### config.mk
export PLATFORM = sky130hd
export DESIGN_NAME = prog_loader
export DESIGN_NICKNAME = d
export VERILOG_FILES = /design/src/rtl/cpu_pkg.sv /design/src/rtl/prog_loader_byte_packer.sv /design/src/rtl/prog_loader.sv
export SDC_FILE = /design/constraint.sdc
export NUM_CORES = 1
export LEC_CHECK = 0
export ABC_CLOCK_PERIOD_IN_PS = 2200
export BUFFER_PORTS_ARGS = -buffer_cell sky130_fd_sc_hd__buf_2
export CAP_MARGIN = 5
export CORE_UTILIZATION = 49
export CTS_CLUSTER_DIAMETER = 100
export DETAILED_ROUTE_END_ITERATION = 10
export GPL_TIMING_DRIVEN = 0
export HOLD_SLACK_MARGIN = 0.06
export PLACE_DENSITY = 0.74
export SYNTH_ARGS = -nofsm -noshare
export SYNTH_HDL_FRONTEND = slang
export SYNTH_SLANG_ARGS = --single-unit
### constraint.sdc
create_clock -name clk -period 2.2 [get_ports clk]
set_clock_uncertainty 0.2 [all_clocks]
set_input_delay 0.44 -clock clk [delete_from_list [all_inputs] [get_ports clk]]
set_output_delay 0.44 -clock clk [all_outputs]
set_load 0.01 [all_outputs]
### src/rtl/cpu_pkg.sv
// Types and constants shared by the boot loader, the cpu core and the instruction memory.
package cpu_pkg;

  typedef logic [31:0] word_t;

  localparam int WORD_BYTES = 4;
  localparam int LEN_BYTES  = 2;

  typedef enum logic [2:0] {
    S_LEN0 = 3'd0,
    S_LEN1 = 3'd1,
    S_DATA = 3'd2,
    S_CSUM = 3'd3,
    S_DONE = 3'd4,
    S_ERR  = 3'd5
  } loader_state_t;

endpackage

### src/rtl/prog_loader_byte_packer.sv
// Collects stream bytes little-endian into a 32-bit word and pulses word_valid
// for one cycle after the fourth byte of each word has been taken.
module byte_packer
  import cpu_pkg::*;
(
  input  logic       clk,
  input  logic       rst,
  input  logic       byte_valid,
  input  logic [7:0] byte_data,
  output logic       word_valid,
  output word_t      word,
  output logic [1:0] byte_idx
);

  word_t word_q;

  // The pulse lands in the cycle where word_q already holds all four lanes;
  // lane 0 of the next word is only overwritten at the end of that cycle.
  always_ff @(posedge clk or negedge rst) begin
    if (!rst) begin
      byte_idx   <= 2'd0;
      word_q     <= '0;
      word_valid <= 1'b0;
    end else begin
      word_valid <= 1'b0;
      if (byte_valid) begin
        word_q[{byte_idx, 3'b000} +: 8] <= byte_data;
        byte_idx                        <= byte_idx + 2'd1;
        if (byte_idx == 2'(WORD_BYTES - 1)) begin
          word_valid <= 1'b1;
        end
      end
    end
  end

  assign word = word_q;

endmodule

### src/rtl/prog_loader.sv
// Boot loader: parses LEN_LO, LEN_HI, data bytes and an XOR checksum from a byte
// stream, writes packed words to imem and releases the cpu only on a verified image.
module prog_loader
  import cpu_pkg::*;
#(
  parameter int ADDR_W = 8,
  parameter int DEPTH  = 256
) (
  input  logic              clk,
  input  logic              rst,
  input  logic              in_valid,
  input  logic [7:0]        in_data,
  output logic              in_ready,
  output logic              imem_we,
  output logic [ADDR_W-1:0] imem_addr,
  output logic [31:0]       imem_wdata,
  output logic              cpu_hold,
  output logic              done,
  output logic              error,
  output logic [15:0]       word_count
);

  localparam logic [16:0] DEPTH_LIM = 17'(DEPTH);

  loader_state_t state;
  loader_state_t state_nx;
  logic [15:0]   len_q;
  logic [15:0]   len_in;
  logic [7:0]    csum;
  logic [1:0]    byte_idx;
  logic          accept;
  logic          data_take;
  logic          last_word;

  // Handshake: a byte moves when in_valid && in_ready at a rising edge; in_data
  // is ignored otherwise. in_ready is forced low while reset is asserted.
  assign in_ready = rst & ((state == S_LEN0) || (state == S_LEN1) ||
                           (state == S_DATA) || (state == S_CSUM));
  assign accept    = in_valid & in_ready;
  assign data_take = accept & (state == S_DATA);
  assign len_in    = {in_data, len_q[7:0]};

  // The previous word's write has always retired by the 4th byte of the next
  // word, so word_count counts every completed word at this point.
  assign last_word = (byte_idx == 2'(WORD_BYTES - 1)) &&
                     ((word_count + 16'd1) == len_q);

  byte_packer u_packer (
    .clk        (clk),
    .rst        (rst),
    .byte_valid (data_take),
    .byte_data  (in_data),
    .word_valid (imem_we),
    .word       (imem_wdata),
    .byte_idx   (byte_idx)
  );

  always_comb begin
    state_nx = state;
    if (accept) begin
      case (state)
        S_LEN0: state_nx = S_LEN1;
        S_LEN1: begin
          if ({1'b0, len_in} > DEPTH_LIM) begin
            state_nx = S_ERR;
          end else if (len_in == 16'd0) begin
            state_nx = S_CSUM;
          end else begin
            state_nx = S_DATA;
          end
        end
        S_DATA: if (last_word) state_nx = S_CSUM;
        S_CSUM: state_nx = (in_data == csum) ? S_DONE : S_ERR;
        default: state_nx = state;
      endcase
    end
  end

  always_ff @(posedge clk or negedge rst) begin
    if (!rst) begin
      state      <= S_LEN0;
      len_q      <= 16'd0;
      csum       <= 8'd0;
      word_count <= 16'd0;
    end else begin
      state <= state_nx;
      if (accept && (state == S_LEN0)) len_q[7:0]  <= in_data;
      if (accept && (state == S_LEN1)) len_q[15:8] <= in_data;
      if (data_take) csum <= csum ^ in_data;
      if (imem_we) word_count <= word_count + 16'd1;
    end
  end

  assign imem_addr = word_count[ADDR_W-1:0];
  assign done      = (state == S_DONE);
  assign error     = (state == S_ERR);
  assign cpu_hold  = (state != S_DONE);

endmodule

==> results by group, run 1 <==
Floorplan
  • FP Rows: 32
  • Core footprint: 0.00785 mm2
  • DIE WIDTH: 92.6 um
  • I/O pin cnt: 72
  • Die area: 0.00857 mm2
  • Initial Utilization: 0.512
  • Chip Height: 92.6 um

Yosys
  • Async S/R FF share, synth: 1.00
  • Sequential fraction of the synthesis area: 0.486
  • Synth warn: 0
  • Synth Area in Simple Gates: 0.200
  • Post-Syn Area: 0.00402 mm2
  • #FFs+latches synth: 78
  • Synth Area in XOR/XNOR: 0.116
  • Synth Area in Adders: 0.0218
  • EDFF count, synth: 0
  • Gate Count Post-Synth: 410
  • Top_reg_cell synth: dfrtp_1
  • Post-synthesis average cell area: 9.80 um2
  • Synth Area in Compound Gates: 0.0806
  • Yosys cell types: 47
  • Synthesized net count: 428
  • Largest family of logic cells by synthesized area: simple AND/OR/NAND/NOR gates
  • Mux cell area share after synthesis: 0.0476

Cells and area
  • Post-route cell area: 0.00501 mm2
  • Final-stage net count: 517
  • Non-Filler Instances: 606
  • Layout area overhead: 24.6%
  • Antenna cell count: 0
  • Fill count: 654
  • Post-layout util: 0.638
  • Layout cells sized above 1: 0.312

Place
  • Port-buffer cells: 63
  • DP Wirelength: 6160 um
  • Post-Place Cells: 576
  • Area after DPL: 0.00450 mm2
  • RD Place Congestion: 0.828
  • Pre-CTS WS: -0.806 ns

Hold path
  • Worst hold path class: reg -> reg
  • HP Start: u_packer.word[14]$_DFFE_PN0P_
  • WHS Endpoint: u_packer.word[14]$_DFFE_PN0P_
  • Hold path cells: 2

Timing
  • Maximum clock rate: 447 MHz
  • Final Setup Violations: 1
  • Final WS setup: -0.0373 ns
  • Slew @ Worst Pin: 0.637 ns
  • Share of the clock period used by the worst path: 1.02
  • Slew margin rel.: 0.574
  • Fin crit period: 2.24 ns
  • Setup tns final: -0.0373 ns
  • Final hold vios: 0
  • Unrepaired setup endpoints after global routing: true
  • Max-slew violations: 0

Setup path
  • Worst Setup End Kind: flop
  • Critical Path Source Type: flop
  • Worst Path Max Fanout: 6
  • Crit-path cells: buf_6 -> and3_4 -> buf_6 -> nand4_4 -> or3_4 -> a2111oi_4 -> o2111ai_2 -> a21oi_2
  • CP startpoint: word_count[3]$_DFFE_PN0P_
  • R2R setup slack: -0.04 ns
  • Arrival @ worst endpoint: 2.32 ns
  • Slowest stage cell, crit path: or3_4
  • WS Path Type: reg -> reg
  • R2R Path End: state[0]$_DFFE_PN0P_
  • Max stage delay on crit path: 0.39 ns
  • Worst R2R Path Depth: 8
  • Req. time, crit path: 2.29 ns
  • Launch point of the worst reg-to-reg path: word_count[3]$_DFFE_PN0P_
  • Worst path most repeated cell: buf_6

Routing
  • DRC viols: 0
  • Post-DRT Antenna Nets: 0
  • Vias: 3268
  • Routed length per instance: 16.0 um
  • DRT Wirelength: 9690 um
  • First-iteration detailed-routing DRC count: 177
  • Via-to-Cell Ratio: 5.39
  • First-pass DRT Iterations: 4

Status
  • Status: complete, but fails checks
  • Failing checks: setup timing

GRT
  • Largest net degree at the start of global routing: 33
  • GR Overflow Total: 0
  • Global-route wire length before repair: 15500 um
  • Initial antenna violation count: 0
  • Vias in the first global route: 3146
  • Total GRT Usage: 0.235

Job
  • Max cap viols: 0

Clocking
  • CTS buffer count: 9
  • Clock slew at reported path FFs: 0.08 ns
  • Clock Sinks: 78
  • Root Buffer: clkbuf_8
  • H-tree depth: 3
  • CTS max path bufs: 2
  • Worst skew pair latency: 0.36 ns
  • CTS tree: yes

Pwr
  • VDD IR-drop max: 0.000694 V
  • Leak Pwr: 2.36 nW
  • Pwr dens: 1160 mW/mm2
## flip-flops by register name, indices dropped and copies added (netlist names)
register,count
csum,8
u_packer.byte_idx,2
u_packer.word,32
state,3
len_q,16
word_count,16
u_packer.word_valid,1
## synth_stat cells (2+ instances only)
master / n / area share
nand2_1: 93 / 0.087
dfrtp_1: 78 / 0.49
o21ai_0: 35 / 0.044
xnor2_1: 35 / 0.076
xor2_1: 18 / 0.039
clkbuf_1: 17 / 0.016
mux2_2: 17 / 0.048
buf_4: 10 / 0.019
nor4_1: 10 / 0.016
nand3_1: 9 / 0.011
nor2_1: 9 / 0.0084
nand4_1: 8 / 0.012
ha_1: 7 / 0.022
nor2b_1: 5 / 0.0078
nor3b_1: 5 / 0.0093
a21oi_1: 4 / 0.0050
and2_1: 4 / 0.0062
and3_1: 3 / 0.0047
and4_1: 3 / 0.0065
buf_6: 3 / 0.0084
inv_1: 3 / 0.0028
nor3_1: 3 / 0.0037
or3_1: 3 / 0.0047
and3_2: 2 / 0.0037
buf_1: 2 / 0.0019
nand2b_1: 2 / 0.0031
o2111ai_1: 2 / 0.0044
## power breakdown
part           switching, mW  internal (mW)  total, mW  leakage (nW)
Combinational           1.20           1.10       2.30          1.23
Clock                  0.554          0.642       1.20        0.0998
Sequential             0.415           1.92       2.33          1.03
Total                   2.17           3.66       5.83          2.36
## per-layer routing
layer / GRT usage / routed length, um / vias to the layer above
met1: 0.303 / 4320 / 1573
met4: 0.109 / 323 / 0
met3: 0.0411 / 446 / 20
met5: 0 / 0 / -
met2: 0.385 / 4590 / 111
li1: - / - / 1564
## repair_timing
item	4_1_cts	5_1_grt
endpoints found under the setup margin	59	33
hold buffers	4	0
resized for setup	22	22
pin swaps	2	1
cloned	1	0
buffers inserted	1	10
hold endpoints to repair	46	0
## kinds of logic after synthesis
kind of cell             Yosys count
AO/OA/AOI/OAI                     54
AND/OR/NAND/NOR                  165
adder cells (fa/ha/maj)            7
flip-flops                        78
multiplexers                      17
buffers and inverters             36
XOR/XNOR                          53
## worst max-delay path, delay by kind of cell, from the launching register on
family,cells,cell delay [ns]
buf+inv,2,0.25
flops,1,0.38
simple gates,3,0.66
compound gates,3,0.68
## layout by cell type, fill, tap and decap left out, types with 4 or more instances in the layout
master    count
xnor2_1      35
mux2_2       17
dfrtp_2       5
buf_4        20
xor2_1       18
nor4_1        9
nand3_1       9
clkbuf_8      9
nor2b_1       5
buf_6         5
and2_1        4
clkbuf_2      6
nand2_1      93
dfrtp_1      73
nand4_1       8
clkbuf_1     11
ha_1          5
nor2_1        6
buf_2        63
o21ai_0      33
## worst max path at each step
stage,end,cells after the start
2_1_floorplan,state[0]$_DFFE_PN0P_,8
3_3_place_gp,u_packer.word[10]$_DFFE_PN0P_,8
3_5_place_dp,u_packer.word[28]$_DFFE_PN0P_,9
4_1_cts,state[0]$_DFFE_PN0P_,8
5_1_grt,state[0]$_DFFE_PN0P_,8
6_report,state[0]$_DFFE_PN0P_,8
## metrics by stage
| step | power [mW] | hold WS, ns |
|---|---|---|
| 2_1_floorplan | 3.67 | -0.0556 |
| 3_3_place_gp | 4.22 | 0.261 |
| 5_1_grt | 6.21 | 0.311 |
| 4_1_cts | 5.63 | 0.292 |
| 6_report | 5.83 | 0.286 |
| 3_5_place_dp | 4.33 | 0.118 |
## cell type report
cell class                      instances  area [um2]  area share
Inverter                                3        15.0     0.00300
Sequential cell                        78        1960       0.391
Timing Repair Buffer                   80         514       0.103
Buffer                                 31         189      0.0377
Tap cell                              102         128      0.0255
Clock buffer                           11         131      0.0262
Multi-Input combinational cell        296        1990       0.397
Clock inverter                          5        83.8      0.0167
No activity file was read; power rests on OpenSTA's default activity.
==> inputs of run 2 (changes only) <==
--- a/config.mk
+++ b/config.mk
@@ -8,12 +8,12 @@
 export ABC_CLOCK_PERIOD_IN_PS = 2200
 export BUFFER_PORTS_ARGS = -buffer_cell sky130_fd_sc_hd__buf_2
 export CAP_MARGIN = 5
-export CORE_UTILIZATION = 49
+export CORE_UTILIZATION = 50
 export CTS_CLUSTER_DIAMETER = 100
 export DETAILED_ROUTE_END_ITERATION = 10
 export GPL_TIMING_DRIVEN = 0
 export HOLD_SLACK_MARGIN = 0.06
-export PLACE_DENSITY = 0.74
+export PLACE_DENSITY = 0.76
 export SYNTH_ARGS = -nofsm -noshare
 export SYNTH_HDL_FRONTEND = slang
 export SYNTH_SLANG_ARGS = --single-unit
==> constraint.sdc (replaced) <==
create_clock -name clk -period 2.2 [get_ports clk]
set_clock_uncertainty 0.2 [all_clocks]
set_input_delay 0.11 -clock clk [delete_from_list [all_inputs] [get_ports clk]]
set_output_delay 0.11 -clock clk [all_outputs]
set_load 0.01 [all_outputs]
==> results by group, run 2 (synthesized netlist as in run 1, its figures left out) <==
Status
  • Status: complete, but fails checks
  • Failing checks: hold timing, setup timing

Clocking
  • CTS tree: yes
  • Root Buffer: clkbuf_8
  • Post-CTS Hold Fix Bufs: 9
  • Worst skew pair latency: 0.35 ns
  • Clock slew at reported path FFs: 0.08 ns
  • H-tree depth: 3
  • CTS max path bufs: 2
  • Clock Sinks: 78
  • CTS buffer count: 9

Routing
  • Vias: 3291
  • DRC viols: 0
  • First-pass DRT Iterations: 4
  • Via-to-Cell Ratio: 5.48
  • Routed length per instance: 15.8 um
  • First-iteration detailed-routing DRC count: 160
  • Post-DRT Antenna Nets: 0
  • DRT Wirelength: 9470 um

GRT
  • Vias in the first global route: 3093
  • GR Overflow Total: 0
  • Initial antenna violation count: 0
  • Total GRT Usage: 0.234
  • Global-route wire length before repair: 15300 um
  • Largest net degree at the start of global routing: 76

Timing
  • Final Setup Violations: 1
  • Maximum clock rate: 429 MHz
  • Final WS setup: -0.129 ns
  • Fin crit period: 2.33 ns
  • Fin Hold WS: -0.640 ns
  • Share of the clock period used by the worst path: 1.06
  • Final hold vios: 78
  • Unrepaired setup endpoints after global routing: true
  • Max-slew violations: 0
  • Slew @ Worst Pin: 0.620 ns
  • Slew margin rel.: 0.587

Floorplan
  • Core footprint: 0.00777 mm2
  • I/O pin cnt: 72
  • FP Rows: 32
  • Die area: 0.00840 mm2
  • DIE WIDTH: 91.7 um
  • Initial Utilization: 0.517
  • Chip Height: 91.7 um

Cells and area
  • Layout area overhead: 22.5%
  • Most common cell after layout, fill and taps aside: nand2_1
  • Layout cells sized above 1: 0.275
  • Final-stage net count: 513
  • Non-Filler Instances: 601
  • Max reg flops: 32
  • Commonest cells after routing, fill and taps aside: nand2_1 (92), dfrtp_1 (76), buf_2 (63), o21ai_0 (35), xnor2_1 (35)
  • Antenna cell count: 0
  • Fill count: 656

Setup path
  • Launch point of the worst reg-to-reg path: word_count[5]$_DFFE_PN0P_
  • Worst Setup End Kind: flop
  • Worst R2R Path Depth: 8
  • R2R Path End: state[0]$_DFFE_PN0P_
  • R2R setup slack: -0.13 ns
  • Critical Path Source Type: flop
  • Arrival @ worst endpoint: 2.41 ns
  • Req. time, crit path: 2.28 ns
  • WS Path Type: reg -> reg
  • Worst setup path end: state[0]$_DFFE_PN0P_
  • Worst Path Max Fanout: 8
  • CP startpoint: word_count[5]$_DFFE_PN0P_

Pwr
  • VDD IR-drop max: 0.000727 V
  • Internal Power: 3.59 mW
  • Switching pwr: 2.15 mW
  • Clock power share: 0.196
  • Flop pwr share: 0.410
  • Comb power frac: 0.394
  • Pwr dens: 1170 mW/mm2
  • Switching Fraction: 0.374
  • Leak Pwr: 2.32 nW

Place
  • DP Wirelength: 6230 um
  • Post-Place Cells: 576
  • Port-buffer cells: 63
  • RD Place Congestion: 0.831

Job
  • Max cap viols: 0

Hold path
  • Worst hold path class: in -> async
-- run 2: cell types whose count changed in the layout (fill, tap and decap cells not counted), moves of 3 or more --
cell,delta
dfrtp_1,+3
dfrtp_2,-3
clkbuf_8,+3
dlygate4sd3_1,+6
clkbuf_1,+3
clkbuf_2,-4
buf_4,-8
-- run 2: metal layers --
metal,global-route usage,vias to the layer above,share of wire
met2,0.393,109,0.50
li1,-,1547,-
met1,0.307,1620,0.43
met3,0.0299,15,0.043
met5,0,-,0
met4,0.0952,0,0.020
-- run 2: how the worst min path moves through the flow --
stage / from / endpoint / depth (start not counted)
floorplan: rst / csum[0]$_DFFE_PN0P_ / 0
global placement: u_packer.word[8]$_DFFE_PN0P_ / u_packer.word[8]$_DFFE_PN0P_ / 2
detailed placement: rst / word_count[3]$_DFFE_PN0P_ / 1
CTS: rst / word_count[3]$_DFFE_PN0P_ / 1
global route: rst / word_count[3]$_DFFE_PN0P_ / 1
finish: rst / word_count[3]$_DFFE_PN0P_ / 1
-- run 2: stage by stage --
stage | TNS (ns) | worst slack, ns | area [um2] | util | total power [mW]
floorplan | 0 | 0.0178 | 4020 | - | 3.67
global placement | -63.13 | -1.16 | 4470 | 0.575 | 4.22
detailed placement | -15.08 | -0.369 | 4500 | 0.579 | 4.34
CTS | -0.119 | -0.119 | 4840 | 0.623 | 5.54
global route | -0.309 | -0.288 | 4920 | 0.634 | 6.10
finish | -0.129 | -0.129 | 4920 | 0.634 | 5.74
-- run 2: critical path: stages (launching register included) --
cell	delay (ns)
dfrtp_1	0.39
buf_6	0.14
and4_1	0.22
buf_6	0.13
nand4_4	0.11
or3_4	0.39
a2111oi_4	0.32
o2111ai_2	0.21
a21oi_2	0.15
-- run 2: layout make-up --
cell class	count	area (um2)	share of cell area
Clock buffer	12	165	0.0335
Sequential cell	78	1950	0.397
Buffer	32	188	0.0381
Clock inverter	3	42.5	0.00864
Inverter	3	11.3	0.00229
Timing Repair Buffer	75	450	0.0915
Tap cell	102	128	0.0259
Multi-Input combinational cell	296	1980	0.403
-- run 2: what timing repair did --
item                                   in CTS  in global routing
setup endpoints to repair                  40                 48
cloned                                      0                  0
endpoints found under the hold margin      98                 78
gates resized for setup                    10                 17
buffers inserted                            0                  2
pin swaps                                   2                  1
-- run 2: power groups by stage --
stage	registers (mW)	clock network, mW	logic, mW
2_1_floorplan	2.37	0	1.30
3_3_place_gp	2.32	0	1.90
3_5_place_dp	2.35	0	1.99
4_1_cts	2.33	1.14	2.07
5_1_grt	2.41	1.20	2.49
6_report	2.35	1.13	2.26
